[src/rtl/teclado_pkg.sv]
// rtl/teclado_pkg.sv - shared types, key map and helpers for the keypad scanner
package teclado_pkg;

    typedef enum logic [1:0] {
        ESCANEO,
        ANTIRREBOTE,
        PRESIONADA,
        LIBERACION
    } estado_teclado_t;

    // Row-major: MAPA_TECLAS[row][col]; '*' reports as E and '#' as F.
    localparam logic [3:0] MAPA_TECLAS [4][4] = '{
        '{4'h1, 4'h2, 4'h3, 4'hA},
        '{4'h4, 4'h5, 4'h6, 4'hB},
        '{4'h7, 4'h8, 4'h9, 4'hC},
        '{4'hE, 4'h0, 4'hF, 4'hD}
    };

    function automatic logic [3:0] codigo_tecla(input logic [1:0] row, input logic [1:0] col);
        return MAPA_TECLAS[row][col];
    endfunction

    // Lowest-index active (low) row wins when several rows are pulled down.
    function automatic logic [1:0] fila_activa(input logic [3:0] fs);
        logic [1:0] idx;
        idx = 2'd0;
        for (int i = 3; i >= 0; i--) begin
            if (!fs[i]) begin
                idx = 2'(i);
            end
        end
        return idx;
    endfunction

endpackage

[src/rtl/sincronizador_filas.sv]
// rtl/sincronizador_filas.sv - two-flop synchronizer for the asynchronous keypad rows
module sincronizador_filas #(
    parameter int WIDTH = 4
) (
    input  logic             clk_i,
    input  logic             reset_i,
    input  logic [WIDTH-1:0] d_i,
    output logic [WIDTH-1:0] q_o
);

    logic [WIDTH-1:0] meta_q;

    // Reset to all-ones so an idle (pulled-up) keypad is seen right after reset.
    always_ff @(posedge clk_i) begin
        if (reset_i) begin
            meta_q <= '1;
            q_o    <= '1;
        end else begin
            meta_q <= d_i;
            q_o    <= meta_q;
        end
    end

endmodule

[src/rtl/lector_teclado.sv]
// rtl/lector_teclado.sv - 4x4 keypad scanner with press/release debounce and one-shot key strobe
module lector_teclado
    import teclado_pkg::*;
#(
    parameter int SCAN_CYCLES     = 4,
    parameter int DEBOUNCE_CYCLES = 500000
) (
    input  logic       clk_i,
    input  logic       reset_i,
    input  logic [3:0] filas_i,
    output logic [3:0] columnas_o,
    output logic [3:0] teclado_o,
    output logic       key_detect_o,
    output logic       tecla_presionada_o
);

    localparam int SCAN_W = $clog2(SCAN_CYCLES) + 1;
    localparam int DEB_W  = $clog2(DEBOUNCE_CYCLES) + 1;

    localparam logic [SCAN_W-1:0] SCAN_LAST = SCAN_W'(SCAN_CYCLES - 1);
    localparam logic [DEB_W-1:0]  DEB_LAST  = DEB_W'(DEBOUNCE_CYCLES - 1);
    localparam logic [DEB_W-1:0]  DEB_FULL  = DEB_W'(DEBOUNCE_CYCLES);

    logic [3:0] fs;

    sincronizador_filas #(
        .WIDTH (4)
    ) u_sync (
        .clk_i   (clk_i),
        .reset_i (reset_i),
        .d_i     (filas_i),
        .q_o     (fs)
    );

    estado_teclado_t   estado_q, estado_d;
    logic [1:0]        col_q, col_d;
    logic [1:0]        fila_q, fila_d;
    logic [SCAN_W-1:0] dwell_q, dwell_d;
    logic [DEB_W-1:0]  deb_q, deb_d;
    logic [3:0]        teclado_q, teclado_d;
    logic              detect_q, detect_d;
    logic              presionada_q, presionada_d;
    logic [3:0]        columnas_q, columnas_d;
    logic              fila_baja;

    always_ff @(posedge clk_i) begin
        if (reset_i) begin
            estado_q     <= ESCANEO;
            col_q        <= 2'd0;
            fila_q       <= 2'd0;
            dwell_q      <= '0;
            deb_q        <= '0;
            teclado_q    <= 4'h0;
            detect_q     <= 1'b0;
            presionada_q <= 1'b0;
            columnas_q   <= 4'b1110;
        end else begin
            estado_q     <= estado_d;
            col_q        <= col_d;
            fila_q       <= fila_d;
            dwell_q      <= dwell_d;
            deb_q        <= deb_d;
            teclado_q    <= teclado_d;
            detect_q     <= detect_d;
            presionada_q <= presionada_d;
            columnas_q   <= columnas_d;
        end
    end

    assign fila_baja = ~fs[fila_q];

    always_comb begin
        estado_d  = estado_q;
        col_d     = col_q;
        fila_d    = fila_q;
        dwell_d   = dwell_q;
        deb_d     = deb_q;
        teclado_d = teclado_q;
        detect_d  = 1'b0;

        unique case (estado_q)
            ESCANEO: begin
                // Rows are only trusted on the last dwell cycle, after the sync latency.
                if (dwell_q >= SCAN_LAST) begin
                    dwell_d = '0;
                    if (fs != 4'hF) begin
                        fila_d   = fila_activa(fs);
                        deb_d    = '0;
                        estado_d = ANTIRREBOTE;
                    end else begin
                        col_d = col_q + 2'd1;
                    end
                end else begin
                    dwell_d = dwell_q + SCAN_W'(1);
                end
            end
            ANTIRREBOTE: begin
                if (!fila_baja) begin
                    estado_d = ESCANEO;
                    col_d    = col_q + 2'd1;
                    dwell_d  = '0;
                    deb_d    = '0;
                end else if (deb_q >= DEB_LAST) begin
                    deb_d     = DEB_FULL;
                    teclado_d = codigo_tecla(fila_q, col_q);
                    detect_d  = 1'b1;
                    estado_d  = PRESIONADA;
                end else begin
                    deb_d = deb_q + DEB_W'(1);
                end
            end
            PRESIONADA: begin
                if (!fila_baja) begin
                    estado_d = LIBERACION;
                    deb_d    = '0;
                end
            end
            LIBERACION: begin
                // A bounce during release returns to the held state without a new strobe.
                if (fila_baja) begin
                    estado_d = PRESIONADA;
                end else if (deb_q >= DEB_LAST) begin
                    deb_d    = DEB_FULL;
                    estado_d = ESCANEO;
                    col_d    = col_q + 2'd1;
                    dwell_d  = '0;
                end else begin
                    deb_d = deb_q + DEB_W'(1);
                end
            end
            default: begin
                estado_d = ESCANEO;
            end
        endcase

        presionada_d = (estado_d == PRESIONADA) || (estado_d == LIBERACION);
        columnas_d   = ~(4'b0001 << col_d);
    end

    assign columnas_o         = columnas_q;
    assign teclado_o          = teclado_q;
    assign key_detect_o       = detect_q;
    assign tecla_presionada_o = presionada_q;

endmodule

[config.mk]
export PLATFORM = sky130hd
export DESIGN_NAME = lector_teclado
export DESIGN_NICKNAME = d
export VERILOG_FILES = /design/src/rtl/teclado_pkg.sv /design/src/rtl/sincronizador_filas.sv /design/src/rtl/lector_teclado.sv
export SDC_FILE = /design/constraint.sdc
export NUM_CORES = 1
export LEC_CHECK = 0
export CAP_MARGIN = 20
export CORE_ASPECT_RATIO = 1.4
export CORE_MARGIN = 4
export CORE_UTILIZATION = 40
export DETAILED_ROUTE_END_ITERATION = 16
export GPL_ROUTABILITY_DRIVEN = 0
export PLACE_DENSITY = 0.58
export SLEW_MARGIN = 20
export SYNTH_ARGS = -nofsm -noshare
export SYNTH_HDL_FRONTEND = slang
export SYNTH_HIERARCHICAL = 1
export SYNTH_SLANG_ARGS = --single-unit
[constraint.sdc]
create_clock -name clk_i -period 2.48 [get_ports clk_i]
set_clock_uncertainty 0.05 [all_clocks]
set_input_delay 0.372 -clock clk_i [delete_from_list [all_inputs] [get_ports clk_i]]
set_output_delay 0.372 -clock clk_i [all_outputs]
set_load 0.01 [all_outputs]
# Word-level counts from Yosys, hierarchy flattened

Cells that the tools add are included.

Reduce and logical (&&, ||, !) cells: 8
Equal/unequal tests: 12
Shift operators: 1
Bitwise gates (word level): 5
$lt $le $gt $ge: 5
Multiplexer cells: 39
Add/sub/neg operators: 3

Operators by type and width:

| kind                                                                 | number |
|---|---|
| 2-to-1 mux 20 bit                                                    | 6 |
| one-hot mux 20 bit (4 select lines)                                  | 1 |
| binary-select mux 16 bit (select 2 bit)                              | 1 |
| 2-to-1 mux 16 bit                                                    | 2 |
| 2-to-1 mux 2 bit                                                     | 16 |
| adder 20 x 1 -> 20 bit (second input constant)                       | 1 |
| greater-or-equal comparator 20 x 19 -> 1 bit (second input constant) | 1 |
| 2-to-1 mux 3 bit                                                     | 4 |
| inequality test 2 bit (second input constant)                        | 6 |
| one-hot mux 3 bit (3 select lines)                                   | 1 |
| binary-select mux 4 bit (select 2 bit)                               | 1 |
| == test 2 bit (second input constant)                                | 4 |
| 2-to-1 mux 4 bit                                                     | 2 |
| one-hot mux 2 bit (4 select lines)                                   | 1 |
| AND reduction 4 bit                                                  | 2 |
| greater-or-equal comparator 3 bit (second input constant)            | 2 |
| NOT 2 -> 3 bit                                                       | 2 |
| one-hot mux 2 bit (3 select lines)                                   | 1 |
| AND reduction 3 bit                                                  | 2 |
| inequality test 4 bit (second input constant)                        | 1 |
| NOT 4 bit                                                            | 1 |
| left shift 1 x 2 -> 4 bit (first input constant)                     | 1 |
| adder 3 x 1 -> 3 bit (second input constant)                         | 1 |
| greater-or-equal comparator 3 x 2 -> 1 bit (second input constant)   | 1 |
| 10 further kinds                                                     | 12 |

Bits of input ports: 6
Output and inout port bits: 10
Word-level logic and storage cells: 84
Register bits: 47

# Depth between registers and ports, before layout

Depth after elaboration: 7
Mapped depth: 8
Mapped depth without buffers: 7

# Hierarchy

The synthesis kept the hierarchy.

Modules (own cells, without submodules):

| module              | area an instance (um^2) | times used | sequential area each (um^2) | cells an instance |
|---|---|---|---|---|
| lector_teclado      | 2137.0                  | 1          | 780.7                       | 264 |
| sincronizador_filas | 210.2                   | 1          | 160.2                       | 16 |

# Least setup slack after synthesis

No wires, ideal clock.

Path type: reg-to-reg
From: register fila_q[0]
To: register deb_q[18]
Data required time: 2.353 ns
Data arrival time: 2.010 ns
Period minus slack after synthesis: 2.136 ns
Setup time: 0.077 ns
Stages on the path, launching flop included: 6
Buffers on the path: 0
Setup slack: 0.344 ns
Cell sequence: dfxtp_1 -> mux4_2 -> xnor2_2 -> nand2b_4 -> or4_4 -> a41oi_2

Cells in the longest elaborated chain, start to end: 4
Elaborated cells on any way between the ends: 7
Those cells by class: 2 x eq/ne; 4 x mux; 1 x reduce/logical

Ends and longest elaborated chain:

| element                                                                    | RTL line             | RTL |
|---|---|---|
| start, declared                                                            | lector_teclado.sv:37 | `logic [1:0] fila_q, fila_d;` |
| start signal, assigned                                                     | lector_teclado.sv:60 | `fila_q <= fila_d;` |
| binary-select mux 1 bit (select 2 bit) *                                   | lector_teclado.sv:70 | `assign fila_baja = ~fs[fila_q];` |
| 2-to-1 mux 1 bit (implied by the code) *                                   | lector_teclado.sv:70 |  |
| 2-to-1 mux 20 bit or inequality test 2 bit (tied branches)                 | --                   |  |
| one-hot mux 20 bit (4 select lines) or AND reduction 4 bit (tied branches) | --                   |  |
| end signal, assigned                                                       | lector_teclado.sv:52 | `deb_q <= '0;` |
| end signal, assigned                                                       | lector_teclado.sv:62 | `deb_q <= deb_d;` |
| end, declared                                                              | lector_teclado.sv:39 | `logic [DEB_W-1:0] deb_q, deb_d;` |

Mark *: on every way between the ends. The rest lies on a longest branch, timed or not. The select of a mux whose other input is x is not followed.
A chain may end at the register's enable or synchronous reset.

# Worst setup path in the final report

Ends and elaborated chain as after synthesis.

==> impl_results.md <==
* Final net count at a little over 300
* Later-pin clock latency in the skew report at 0.31 ns
* Critical path type: reg2reg
* Pwr/cell area at 636 mW/mm^2
* Setup Buffers After CTS at 0
* Diode count at 0
* Period minus WS final at between 2 and 2.5 ns
* DRT iter0 DRCs at around 110
* Hold bufs inserted after CTS at 0
* Num CTS Buffers at 5
* Worst EP required at 2.66 ns
* Total gr overflow at 0
* Residual DRC at 0
* H-tree depth at 2
* Most area-hungry cell type in the Yosys netlist: dfxtp_1
* Launch point of the worst reg-to-reg path: fila_q[0]
* Cell Area, Synth at ~0.0023 sq mm
* Antenna-violating nets left at 0
* Synthesis-to-layout area growth at 14.3%
* Post-Synthesis Cells at between 200 and 300
* Worst r2r path cells at 5
* CP Launch Type: register
* Count of pins over their slew limit at 0
* Ys async rst share at 0%
* Mean post-synth cell area at between 8 and 9 sq um
* Yosys synthesis warning count at 6
* Reg2reg setup slack at 0.19 ns
* Drt wl/cell at 14.5 um
* Hpwl dp at around 4 mm
* Largest cells by area after synthesis: dfxtp_1 (40%), a21oi_1 (4.7%), xnor2_1 (4.1%), o21ai_0 (3.8%), nor2_1 (3.7%)
* Flip-flop and latch count after synthesis at between 40 and 50
* Die Ht at 98.6 um
* Period utilisation layout at 92.2%
* Clock root cell: clkbuf_8
* Slew at the pin closest to its max-slew limit at a little under 0.6 ns
* Core ar. at 0.00561 sq mm
* Post-Syn Nets at 289
* Hold Path Sink: u_sync/q_o[1]
* Final setup fails at 0
* Status: complete, no violations
* Sequential-to-total area share from yosys stat at 40.1%
* First-pass GRT wire length at 9.29 mm
* Die area at between 0.007 and 0.008 sq mm
* Final hold vios at 0
* Routed vias/inst at 5.73
* Commonest cells after routing, fill and taps aside: dfxtp_1 (47), nor2_1 (23), a21oi_1 (22)
* P_leak at around 0.87 nW
* Max-cap viol count at 0
* Die Wd at 72.7 um
* FF-to-FF End: deb_q[18]
* Fmax at 437 MHz
* Row count at 32
* Num ports at 16
* Unrepaired setup endpoints after global routing: false
* Fin util at 47.9%
* Post-synth top area share at 40.1%
* Fill cells at just under 600
* Ys flop type: dfxtp_1
* Starting density of the core at 41.9%
* Total GRT Usage at 16.2%
* Slew Limit Headroom at 60.0%
* Clock buffer depth at 2
* Final WL at 5.27 mm
* CP arrival at 2.47 ns
* TritonRoute pass-1 iters at 4
* Share of cells above drive strength 1 at 9.12%
* Hold Path Class: reg2reg
* Clock transition at path regs at around 0.08 ns
* EDFF count, synth at 0
* Cts repair resizes at 0
* VDD IR max at 0.417 mV
* I/O Buffers at 15
* Worst Hold Depth at 1
* Commonest non-fill, non-tap cell in the layout: dfxtp_1
* Critical Path End Type: register
* Total clock sinks at 47
* Setup TNS at 0 ns
* Worst-path fanout max at 8
* Synth cell types at 53
* Largest net degree at the start of global routing at 21
* Worst hold path startpoint: u_sync/meta_q[1]
* Via total after detailed routing at 2086
* Vias in the first global route at around 2000
* Initial antenna violation count at 0
* CTS tree: done
flip-flops by register name, summed over array words and instances (netlist names):
| name | flops |
|---|---|
| col_q | 2 |
| columnas_o | 4 |
| deb_q | 20 |
| dwell_q | 3 |
| estado_q | 2 |
| fila_q | 2 |
| key_detect_o | 1 |
| tecla_presionada_o | 1 |
| teclado_o | 4 |
| u_sync/meta_q | 4 |
| u_sync/q_o | 4 |
synth_stat cells, drive strengths merged, types with 3 or more instances:
cell type	count
xnor2	12
clkbuf	14
o211ai	3
nor4	5
or2	10
nand3	11
nor3	16
and3	3
nand2	17
or4	3
nand2b	4
nor4b	3
dfxtp	47
o31a	3
inv	6
o21ai	18
a211oi	9
nand4	7
a21oi	22
or3	7
ha	3
nor2	23
worst max-delay path: stages, from the launching register on:
cell	delay, ns
dfxtp_1	0.44
mux4_2	0.63
xnor2_2	0.23
nand2b_4	0.18
or4_4	0.51
a41oi_2	0.18
worst max-delay path by stage:
| stage | startpoint | depth (start not counted) | end |
|---|---|---|---|
| after global placement | fila_q[0] | 5 | deb_q[18] |
| final | fila_q[0] | 5 | deb_q[18] |
| after detailed placement | fila_q[0] | 5 | deb_q[18] |
| after CTS | fila_q[0] | 5 | deb_q[18] |
| after global routing | fila_q[0] | 5 | deb_q[18] |
| after floorplan | fila_q[0] | 5 | deb_q[18] |
area by class of cell:
class	instances	area, sq um	share of cell area, %
multi-input combinational	210	1320	49.1
sequential	47	941	35.1
timing repair buffer	24	218	8.11
tap	68	85.1	3.17
clock buffer	6	82.6	3.08
inverter	7	26.3	0.979
clock inverter	2	13.8	0.513
logic make-up (layout without fill, tap and decap cells):
logic type,Yosys count,in the layout,share of synthesized area [%]
DFF,47,47,40.1
AOI/OAI and AO/OA,70,70,19.2
buffers and inverters,23,39,3.78
xor gates and xnor gates,12,12,4.80
and+or+nand+nor,121,121,28.3
adders and majority gates,3,3,1.60
muxes,4,4,2.29
report_power, final:
group | internal (mW) | switching (mW)
Combinational | 0.157 | 0.190
Clock | 0.228 | 0.267
Sequential | 0.808 | 0.0573
per-stage QoR:
step | instances | instance area, sq um | setup slack, ns | power (mW) | hold slack, ns
after floorplan | 280 | 2350 | 0.344 | 1.12 | 0.333
after global placement | 356 | 2590 | 0.267 | 1.23 | 0.338
after detailed placement | 356 | 2590 | 0.220 | 1.23 | 0.344
after CTS | 364 | 2680 | 0.191 | 1.73 | 0.366
after global routing | 364 | 2680 | 0.0470 | 1.80 | 0.390
final | 364 | 2680 | 0.193 | 1.71 | 0.360
metal layers:
layer	global-route usage, %	part of all wire, %	vias up
li1	-	-	1048
met1	19.4	42	967
met2	27.5	51	55
met3	2.45	3.4	16
met4	8.24	3.7	0
met5	0	0	-
Power figures use the tool's default switching activity.
